## src/rtl/timer_access.sv

```systemverilog
// timer_access: atomic 64-bit access to mtime/mtimecmp over a 32-bit timer port.
// Reads use hi/lo/hi sampling with bounded retry; writes park the low word
// (all-ones for mtimecmp, zero for mtime) before writing hi and then lo.
//
// state  | meaning
// IDLE   | waiting for a request, req_ready high
// RD_HI1 | sample high word of the selected register into hi1
// RD_LO  | sample low word
// RD_HI2 | resample high word; equal -> done, differ -> retry or error
// WR_LO1 | park low word so no spurious compare hit while hi changes
// WR_HI  | write high word
// WR_LO2 | write final low word
// RESP   | hold response until rsp_ready
module timer_access #(
  parameter int MAX_RETRY = 3
) (
  input  logic        clk,
  input  logic        resetb,
  input  logic        req_valid,
  output logic        req_ready,
  input  logic [1:0]  req_op,
  input  logic [63:0] req_data,
  output logic        rsp_valid,
  input  logic        rsp_ready,
  output logic [63:0] rsp_data,
  output logic        rsp_err,
  output logic [1:0]  io_addr_3_2,
  output logic        io_we,
  output logic [31:0] io_din,
  input  logic [31:0] io_dout
);

  localparam int RW = (MAX_RETRY > 0) ? $clog2(MAX_RETRY + 1) : 1;
  localparam logic [RW-1:0] MAX_R = RW'(MAX_RETRY);

  typedef enum logic [2:0] {
    IDLE, RD_HI1, RD_LO, RD_HI2, WR_LO1, WR_HI, WR_LO2, RESP
  } state_t;

  state_t        state_q, state_d;
  logic [1:0]    op_q;
  logic [63:0]   wdata_q;
  logic [31:0]   hi1_q;
  logic [31:0]   lo_q;
  logic [RW-1:0] retry_q;
  logic [63:0]   rsp_data_q;
  logic          rsp_err_q;

  logic       hi_match;
  logic       retry_done;
  logic [1:0] base;

  assign hi_match   = (io_dout == hi1_q);
  assign retry_done = (retry_q == MAX_R);
  // ops 01 and 10 address mtimecmp, ops 00 and 11 address mtime
  assign base       = {op_q[1] ^ op_q[0], 1'b0};

  // state register
  always_ff @(posedge clk) begin
    if (!resetb) state_q <= IDLE;
    else         state_q <= state_d;
  end

  // next-state logic
  always_comb begin
    state_d = state_q;
    case (state_q)
      IDLE:    if (req_valid) state_d = req_op[1] ? WR_LO1 : RD_HI1;
      RD_HI1:  state_d = RD_LO;
      RD_LO:   state_d = RD_HI2;
      RD_HI2:  state_d = (hi_match || retry_done) ? RESP : RD_LO;
      WR_LO1:  state_d = WR_HI;
      WR_HI:   state_d = WR_LO2;
      WR_LO2:  state_d = RESP;
      RESP:    if (rsp_ready) state_d = IDLE;
      default: state_d = IDLE;
    endcase
  end

  // timer port drive, decoded from state and captured op
  always_comb begin
    io_we       = 1'b0;
    io_addr_3_2 = 2'b00;
    io_din      = 32'h0;
    case (state_q)
      RD_HI1, RD_HI2: io_addr_3_2 = base | 2'b01;
      RD_LO:          io_addr_3_2 = base;
      WR_LO1: begin
        io_we       = 1'b1;
        io_addr_3_2 = base;
        io_din      = op_q[0] ? 32'h0000_0000 : 32'hFFFF_FFFF;
      end
      WR_HI: begin
        io_we       = 1'b1;
        io_addr_3_2 = base | 2'b01;
        io_din      = wdata_q[63:32];
      end
      WR_LO2: begin
        io_we       = 1'b1;
        io_addr_3_2 = base;
        io_din      = wdata_q[31:0];
      end
      default: ;
    endcase
  end

  assign req_ready = (state_q == IDLE);
  assign rsp_valid = (state_q == RESP);
  assign rsp_data  = rsp_data_q;
  assign rsp_err   = rsp_err_q;

  // request capture, read sampling, retry count and response registers
  always_ff @(posedge clk) begin
    if (!resetb) begin
      op_q       <= 2'b00;
      wdata_q    <= 64'h0;
      hi1_q      <= 32'h0;
      lo_q       <= 32'h0;
      retry_q    <= '0;
      rsp_data_q <= 64'h0;
      rsp_err_q  <= 1'b0;
    end else begin
      case (state_q)
        IDLE: if (req_valid) begin
          op_q    <= req_op;
          wdata_q <= req_data;
          retry_q <= '0;
        end
        RD_HI1: hi1_q <= io_dout;
        RD_LO:  lo_q  <= io_dout;
        RD_HI2: begin
          if (hi_match) begin
            rsp_data_q <= {hi1_q, lo_q};
            rsp_err_q  <= 1'b0;
          end else if (retry_done) begin
            rsp_data_q <= {io_dout, lo_q};
            rsp_err_q  <= 1'b1;
          end else begin
            hi1_q   <= io_dout;
            retry_q <= retry_q + RW'(1);
          end
        end
        WR_LO2: begin
          rsp_data_q <= wdata_q;
          rsp_err_q  <= 1'b0;
        end
        default: ;
      endcase
    end
  end

endmodule

```

## config.mk

```make
export PLATFORM = sky130hd
export DESIGN_NAME = timer_access
export DESIGN_NICKNAME = d
export VERILOG_FILES = /design/src/rtl/timer_access.sv
export SDC_FILE = /design/constraint.sdc
export NUM_CORES = 1
export LEC_CHECK = 0
export ABC_CLOCK_PERIOD_IN_PS = 2900
export CAP_MARGIN = 20
export CORE_MARGIN = 3
export CORE_UTILIZATION = 40
export CTS_CLUSTER_SIZE = 12
export DETAILED_ROUTE_END_ITERATION = 12
export GPL_TIMING_DRIVEN = 0
export PLACE_DENSITY = 0.75
export SYNTH_ARGS = -nofsm -noshare
export SYNTH_HDL_FRONTEND = slang
export SYNTH_SLANG_ARGS = --single-unit
```

## constraint.sdc

```tcl
create_clock -name clk -period 2.9 [get_ports clk]
set_input_delay 0.87 -clock clk [delete_from_list [all_inputs] [get_ports clk]]
set_output_delay 0.87 -clock clk [all_outputs]
set_load 0.1 [all_outputs]
```

==> flow_summary.toml, run 1 <==
[global_route]
grt.overflow.total = 0
grt_pass1_vias = 8237
antenna_found_initial = 0
grt_max_degree = 17
grt_use_total = 0.249
grt_pass1_wl_um = 46700

[setup_path]
cp_max_fo = 2
cp.required_ns = 2.03
worst-setup-path-type = "register to output pin"
path_cells = "clkdlybuf4s50_1"
start_kind = "register"
crit_family = "buffers and inverters"
end_kind = "output pin"
critPathMaxStageDelay_ns = 1.17
slowest_stage = "clkdlybuf4s50_1"
worstPathArrival_ns = 2.00
path_buf_inv = 1

[detailed_routing]
drcViolationCount = 0
first_pass_iters = 6
routed_wl_um = 31200
via_per_inst = 5.52
routedWlPerCell_um = 20.1
drtIter0Drc = 859
postRouteAntennaNets = 0
num_vias = 8580

[die]
dieArea_sq_mm = 0.0242
coreArea_sq_mm = 0.0219
fp.dieW_um = 156
die_y_um = 156
ios = 204
start_util = 0.408
rows = 54

[place]
dp_cells = 1517
numPortBuffers = 202
dpl.hpwl_um = 23600
post_dp_cell_area_sq_mm = 0.0114
place.gp.congestion = 0.918

[cts]
htree_levels = 4
cts_hold_buf = 0
clk_latency_ns = 0.44
cts_buffer_depth = 2
cts_tree = "done"
cts.sinks = 200
cts_buffers = 17
clk_pin_slew_ns = 0.07
root_buffer = "clkbuf_16"

[finish]
n_antenna_cell = 0
fin_nets = 1365
finalNonFillerCells = 1555
final_cell_area_sq_mm = 0.0126
drive_above_1_share = 0.180
syn2layout_area_growth_pct = 41.2
post-route-util = 0.577

[synthesis]
syn_area_sq_mm = 0.00894
synth_cell_types = 36
ys_seq_area_frac = 0.448
syn_area_per_cell_sq_um = 8.64
yosysWarningCount = 0
syn_nets = 1138
ys_seq_elements = 200
synthCells = 1035

[sta]
worstMarginPinSlew_ns = 1.07
max_slew_margin = 0.281
finalHoldViolCount = 0
min_period_over_period = 0.991
tns_ns = 0
fmax_ghz = 0.348
period_needed_ns = 2.87
clock_skew_ns = 0.00865
setup_viol = 0
slew_viol_final = 0

[pwr]
p_per_area_mw_per_mm2 = 653
ir_drop_v = 0.000431
p_leak_nw = 4.39

[min_path]
holdCritPathClass = "register to register"

[outcome]
status = "completed"

[run]
maxCapViolCount = 0
[flip-flops by register name, summed over array words and instances (netlist names)]
name      cells
rsp_data     64
wdata_q      64
hi1_q        32
lo_q         32
state_q       3
op_q          2
retry_q       2
rsp_err       1
[power by group]
part           total [mW]  leakage [nW]  internal, mW  switching (mW)
registers            3.15          1.63          2.96           0.188
clock network        2.53         0.304          1.46            1.07
logic                2.57          2.46         0.838            1.73
[cells in the mapped netlist]
master / instances / area [sq um]
nand3b_1: 1 / 7.51
nand2_1: 206 / 773
nand4b_1: 1 / 8.76
buf_2: 10 / 50.1
o41ai_1: 1 / 8.76
clkbuf_1: 78 / 293
buf_6: 5 / 56.3
nor2b_1: 32 / 200
and3_1: 2 / 12.5
mux2i_1: 32 / 320
buf_1: 3 / 11.3
a21oi_1: 5 / 25.0
a21boi_0: 98 / 736
or3_1: 2 / 12.5
a221o_1: 32 / 320
nor4_2: 2 / 25.0
xnor2_1: 33 / 289
ha_1: 1 / 12.5
a211oi_1: 26 / 195
a31oi_2: 1 / 12.5
o21ai_0: 68 / 340
dfxtp_1: 200 / 4000
nor4b_1: 1 / 8.76
inv_1: 2 / 7.51
o311ai_0: 1 / 8.76
nand4_1: 9 / 56.3
or2_2: 2 / 12.5
a22o_1: 1 / 8.76
a21boi_1: 1 / 7.51
o22a_1: 1 / 8.76
nor2_1: 68 / 255
and2_1: 3 / 18.8
nand2b_4: 1 / 13.8
a211oi_2: 38 / 475
o211a_1: 1 / 10.0
nor3_1: 67 / 335
[metal layers]
layer  GRT usage  up-vias  share of wire
li1            -     4039              -
met1       0.339     4095           0.43
met2       0.394      371           0.46
met3      0.0384       75          0.071
met4       0.108        0          0.042
met5           0        -              0
[layout make-up]
type	count	area, sq um
buffer	95	498
clock buffer	23	488
clock inverter	9	138
fill	1911	9260
inverter	2	7.51
multi-input combinational	737	4850
sequential	200	4010
tap	280	350
timing repair buffer	209	2290
[stage by stage]
step                      setup WS [ns]  hold slack, ns  power, mW
final                            0.0251           0.475       8.25
after global routing            -0.0307           0.496       8.48
after CTS                      0.000796           0.469       8.17
after detailed placement          -1.11           0.459       5.56
after global placement            -1.08           0.454       5.53
after floorplan                  -0.854           0.440       4.84
[cell families (layout without fill, tap and decap cells)]
| logic type | count (synthesis) | after routing | synth area share |
|---|---|---|---|
| simple gates | 397 | 397 | 0.195 |
| compound gates | 274 | 274 | 0.241 |
| flops | 200 | 200 | 0.448 |
| buf+inv | 98 | 338 | 0.0467 |
| xor+xnor | 33 | 33 | 0.0323 |
| mux | 32 | 32 | 0.0358 |
| fa+ha+maj | 1 | 1 | 0.00140 |
[path summary, 6_finish.rpt]
| check | to | cells after the start | slack (ns) | startpoint |
|---|---|---|---|---|
| setup / recovery | rsp_data[16] | 1 | 0.03 | rsp_data[16]$_SDFFE_PN0P_ |
| hold / removal | lo_q[17]$_SDFFE_PN0P_ | 2 | 0.47 | lo_q[17]$_SDFFE_PN0P_ |
| setup reg to reg | rsp_data[56]$_SDFFE_PN0P_ | 7 | 0.50 | state_q[0]$_SDFFE_PN0P_ |
| hold reg to reg | lo_q[17]$_SDFFE_PN0P_ | 2 | 0.47 | lo_q[17]$_SDFFE_PN0P_ |
[placed cells by master, fill, tap and decap left out, drive strengths merged, types with 2 or more instances in the layout]
cell and count:
a211oi 64, a21boi 99, a21oi 5, a221o 32, and2 3, and3 2, buf 64, bufinv 3
clkbuf 93, clkdlybuf4s15 4, clkdlybuf4s50 151, clkinv 3, dfxtp 200, dlymetal6s2s 14, inv 4, mux2i 32
nand2 206, nand4 9, nor2 68, nor2b 32, nor3 67, nor4 2, o21ai 68, or2 2
or3 2, xnor2 33
[what timing repair did]
action                                  in CTS  in global routing
gates cloned                                 1                  0
resized for setup                          296                 88
hold endpoints to repair                     0                  0
setup buffers                                4                  2
pin swaps                                    8                  8
endpoints found under the setup margin      98                125
Note: power is estimated with default switching activity, not from simulation.
==> run 2: changes to the inputs <==
--- a/config.mk
+++ b/config.mk
@@ -11,8 +11,9 @@
 export CORE_UTILIZATION = 40
 export CTS_CLUSTER_SIZE = 12
 export DETAILED_ROUTE_END_ITERATION = 12
+export DONT_BUFFER_PORTS = 1
 export GPL_TIMING_DRIVEN = 0
-export PLACE_DENSITY = 0.75
+export PLACE_DENSITY = 0.63
 export SYNTH_ARGS = -nofsm -noshare
 export SYNTH_HDL_FRONTEND = slang
 export SYNTH_SLANG_ARGS = --single-unit
==> run 2 against run 1 <==
Largest power group unchanged; sequential share of layout area is 6.5 points higher; critical path type unchanged; highest routed layer unchanged; global-route usage shrank 0.14 points; total power decreased by 8.8%.
==> flow_summary.toml, run 2 (synthesized netlist as in run 1, its figures left out) <==
[finish]
fin_nets = 1167
mostFrequentLayoutCell = "nand2_1"
post-route-util = 0.478
layout_common_cells = "nand2_1, dfxtp_1, a21boi_0"
syn2layout_area_growth_pct = 17.1
n_fill_cell = 2143
finalNonFillerCells = 1358
drive_above_1_share = 0.139

[setup_path]
critPathMaxStageDelay_ns = 0.55
start_kind = "register"
cp_max_fo = 10
worst-setup-path-type = "register to output pin"
crit_start = "state_q[1]$_SDFFE_PN0P_"
path_cells = "buf_6, inv_1, and3_4, clkbuf_8, a221o_4"
path_buf_inv = 3
worstPathArrival_ns = 1.99
r2r_start = "hi1_q[2]$_SDFFE_PN0P_"
cp.required_ns = 2.03
slowest_stage = "a221o_4"
end_kind = "output pin"
crit_family = "compound AO/OA/AOI/OAI gates"

[die]
fp.dieW_um = 156
dieArea_sq_mm = 0.0242
rows = 54
start_util = 0.408
ios = 204
die_y_um = 156
coreArea_sq_mm = 0.0219

[pwr]
p_per_area_mw_per_mm2 = 719
ir_drop_v = 0.000435
p_leak_nw = 3.40
total_power_mw = 7.53

[global_route]
grt_pass1_wl_um = 45400
grt.overflow.total = 0
grt_max_degree = 18
antenna_found_initial = 1
grt_use_total = 0.248
grt_pass1_vias = 7313

[place]
numPortBuffers = 0
dpl.hpwl_um = 23100
dp_cells = 1318
place.gp.congestion = 0.909

[cts]
root_buffer = "clkbuf_16"
cts_buffer_depth = 2
cts_tree = "done"
htree_levels = 4
clk_pin_slew_ns = 0.07
cts_buffers = 17
clk_latency_ns = 0.44
cts.sinks = 200

[detailed_routing]
first_pass_iters = 5
drtIter0Drc = 493
via_per_inst = 5.63
routed_wl_um = 30800
num_vias = 7648
drcViolationCount = 0
postRouteAntennaNets = 0
routedWlPerCell_um = 22.7

[outcome]
status = "completed"

[sta]
period_needed_ns = 2.86
worstMarginPinSlew_ns = 1.08
setup_viol = 0
clock_skew_ns = 0.0110
min_period_over_period = 0.988
max_slew_margin = 0.280
rsz0062_at_grt = "yes"
slew_viol_final = 0
fmax_ghz = 0.349
finalHoldViolCount = 0
tns_ns = 0

[min_path]
hp-start = "lo_q[29]$_SDFFE_PN0P_"
holdCritPathClass = "register to register"

[run]
maxCapViolCount = 0
==> run 2: final cells by class <==
type                       count  area [sq um]  area share
multi-input combinational    737          4930       0.471
sequential                   200          4010       0.383
buffer                        95           526      0.0502
clock buffer                  19           433      0.0413
tap                          280           350      0.0335
timing repair buffer          11           119      0.0114
clock inverter                13          98.8     0.00944
inverter                       2          7.51    0.000717
antenna                        1          2.50    0.000239
==> run 2: metrics by stage <==
stage                     hold slack [ns]  instance area, sq um  setup slack [ns]
final                               0.468                 10500            0.0352
after floorplan                     0.440                  9000            -0.854
after CTS                           0.471                 10400            0.0147
after detailed placement            0.461                  9420            -0.497
after global placement              0.454                  9350             -1.08
after global routing                0.485                 10500           -0.0256
==> run 2: what timing repair did <==
| item | CTS | global route |
|---|---|---|
| setup buffers | 3 | 4 |
| hold buffers | 0 | 0 |
| endpoints found under the setup margin | 32 | 30 |
| pin swaps | 30 | 1 |
| gates resized for setup | 72 | 2 |
| cloned | 1 | 0 |
==> run 2: worst paths after layout <==
path,to,cells past startpoint,slack [ns]
worst max-delay path,io_din[12],5,0.04
worst min-delay path,lo_q[29]$_SDFFE_PN0P_,2,0.47
worst max register to register,rsp_data[54]$_SDFFE_PN0P_,8,0.42
worst min register to register,lo_q[29]$_SDFFE_PN0P_,2,0.47
==> run 2: tightest hold or removal path: stages, from the launching register on <==
cell,delay (ns)
dfxtp_1,0.31
nand2_1,0.05
a21boi_0,0.06
==> run 2: per-layer routing <==
layer | global-route usage | up-vias | routed length [um]
met2 | 0.389 | 313 | 14200
met1 | 0.305 | 3624 | 12200
met5 | 0 | - | 0
li1 | - | 3658 | -
met4 | 0.0917 | 0 | 867
met3 | 0.104 | 53 | 3550
==> run 2: report_power, final <==
part | switching (mW) | leakage (nW) | internal, mW
sequential | 0.535 | 1.63 | 2.96
combinational | 1.28 | 1.52 | 0.544
clock | 1.10 | 0.248 | 1.11
total | 2.92 | 3.40 | 4.61
==> run 3: changes to the inputs <==
--- a/config.mk
+++ b/config.mk
@@ -8,12 +8,12 @@
 export ABC_CLOCK_PERIOD_IN_PS = 2900
 export CAP_MARGIN = 20
 export CORE_MARGIN = 3
-export CORE_UTILIZATION = 40
+export CORE_UTILIZATION = 43
 export CTS_CLUSTER_SIZE = 12
 export DETAILED_ROUTE_END_ITERATION = 12
 export DONT_BUFFER_PORTS = 1
 export GPL_TIMING_DRIVEN = 0
-export PLACE_DENSITY = 0.63
+export PLACE_DENSITY = 0.67
 export SYNTH_ARGS = -nofsm -noshare
 export SYNTH_HDL_FRONTEND = slang
 export SYNTH_SLANG_ARGS = --single-unit
==> run 3 against run 2 <==
Worst hold slack better by 0.0048 ns; cell area is 0.33% lower; fmax increased by 1.1%; sequential share of layout area increased by 0.14 points; sequential power is essentially flat; first-iteration DRC count rose by 33%; final cell count decreased by 1.1%; critical endpoint is now io_din[7]; largest cell class unchanged; highest routed layer unchanged.
==> flow_summary.toml, run 3 (synthesized netlist as in run 1, its figures left out) <==
[detailed_routing]
first_pass_iters = 5
drtIter0Drc = 658
routed_wl_um = 29000
postRouteAntennaNets = 0
num_vias = 7566
drcViolationCount = 0
via_per_inst = 5.63
routedWlPerCell_um = 21.6

[pwr]
p_sw_frac = 0.378
p_per_area_mw_per_mm2 = 731
seqPwrFrac = 0.459
power_frac_clock = 0.306
p_comb_frac = 0.235
p_leak_nw = 3.40
ir_drop_v = 0.000443
p_switching_mw = 2.88
cell_internal_pwr_mw = 4.74
total_power_mw = 7.63

[place]
dpl.hpwl_um = 22500
place.gp.congestion = 0.899
post_dp_cell_area_sq_mm = 0.00940
numPortBuffers = 0
dp_cells = 1308

[die]
ios = 204
start_util = 0.439
fp.dieW_um = 150
coreArea_sq_mm = 0.0204
dieArea_sq_mm = 0.0226
die_y_um = 150
rows = 52

[global_route]
grt_max_degree = 17
grt_pass1_vias = 7138
grt_pass1_wl_um = 42700
grt_use_total = 0.251
grt.overflow.total = 0
antenna_found_initial = 0

[finish]
post-route-util = 0.512
n_antenna_cell = 0
layout_common_cells = "nand2_1, dfxtp_1, a21boi_0"
syn2layout_area_growth_pct = 16.7
drive_above_1_share = 0.137
finalNonFillerCells = 1343
mostFrequentLayoutCell = "nand2_1"
fin_nets = 1163
final_cell_area_sq_mm = 0.0104
n_fill_cell = 1911

[setup_path]
start_kind = "register"
worstPathArrival_ns = 1.96
worst-setup-path-type = "register to output pin"
cp_max_fo = 10
cp.required_ns = 2.03
end_kind = "output pin"

[outcome]
status = "completed"

[cts]
clk_latency_ns = 0.44
cts_buffer_depth = 2
cts.sinks = 200
clk_pin_slew_ns = 0.07
htree_levels = 4
cts_buffers = 17
cts_tree = "done"
cts_hold_buf = 0
root_buffer = "clkbuf_16"

[min_path]
holdCritPathClass = "register to register"

[sta]
worstMarginPinSlew_ns = 1.09
setup_viol = 0
finalHoldViolCount = 0
period_needed_ns = 2.83
min_period_over_period = 0.977
slew_viol_final = 0
max_slew_margin = 0.271
clock_skew_ns = 0.0101
fmax_ghz = 0.353
rsz0062_at_grt = "no"

[run]
maxCapViolCount = 0
## run 3: changes by cell type in the layout (fill, tap and decap cells not counted), sizes merged, moves of 2 or more
cell,change
buf,-3
inv,-2
clkbuf,+2
clkinvlp,-3
## run 3: metal layers
metal,part of all wire,global-route usage
met1,0.42,0.320
met2,0.46,0.401
met3,0.088,0.0786
met4,0.034,0.0938
met5,0,0
## run 3: power groups by stage
stage / Sequential (mW) / Clock, mW / Combinational (mW)
2_1_floorplan: 3.46 / 0 / 1.37
3_3_place_gp: 3.53 / 0 / 1.59
3_5_place_dp: 3.53 / 0 / 1.65
4_1_cts: 3.49 / 2.35 / 1.78
5_1_grt: 3.51 / 2.44 / 1.89
6_report: 3.50 / 2.34 / 1.79
## run 3: final timing paths
path / start / endpoint / slack, ns / cells after the start
worst min-delay path: lo_q[14]$_SDFFE_PN0P_ / lo_q[14]$_SDFFE_PN0P_ / 0.47 / 2
worst max-delay path: state_q[0]$_SDFFE_PN0P_ / io_din[7] / 0.07 / 5
worst min register to register: lo_q[14]$_SDFFE_PN0P_ / lo_q[14]$_SDFFE_PN0P_ / 0.47 / 2
worst max register to register: hi1_q[27]$_SDFFE_PN0P_ / rsp_data[34]$_SDFFE_PN0P_ / 0.40 / 8
## run 3: through the flow
stage          hold slack [ns]  TNS, ns  setup WS, ns
6_report                 0.473        0        0.0662
5_1_grt                  0.489        0      0.000242
4_1_cts                  0.474        0        0.0106
3_5_place_dp             0.462   -12.70        -0.463
3_3_place_gp             0.459   -23.03        -0.932
2_1_floorplan            0.440   -0.854        -0.854
## run 3: worst max-delay path, cell delays in order (launching register included)
cell and delay, ns:
dfxtp_2 0.41, clkbuf_8 0.21, nor4b_4 0.05, buf_4 0.16, clkbuf_8 0.18, a221o_4 0.49
## run 3: layout make-up
type	instances	area, sq um	share of cell area
repair buffers	7	73.8	0.00707
multi-input cells	737	4930	0.472
clock inverters	10	95.1	0.00911
well taps	270	338	0.0324
plain buffers	95	512	0.0490
inverters	2	7.51	0.000719
clock buffers	22	474	0.0454
flip-flops and latches	200	4010	0.384
## run 3: repair_timing
item                       CTS  global route
setup endpoints to repair   32            32
gates resized for setup     68             5
gates cloned                 0             1
pin swaps                   30             2
buffers inserted             2             1
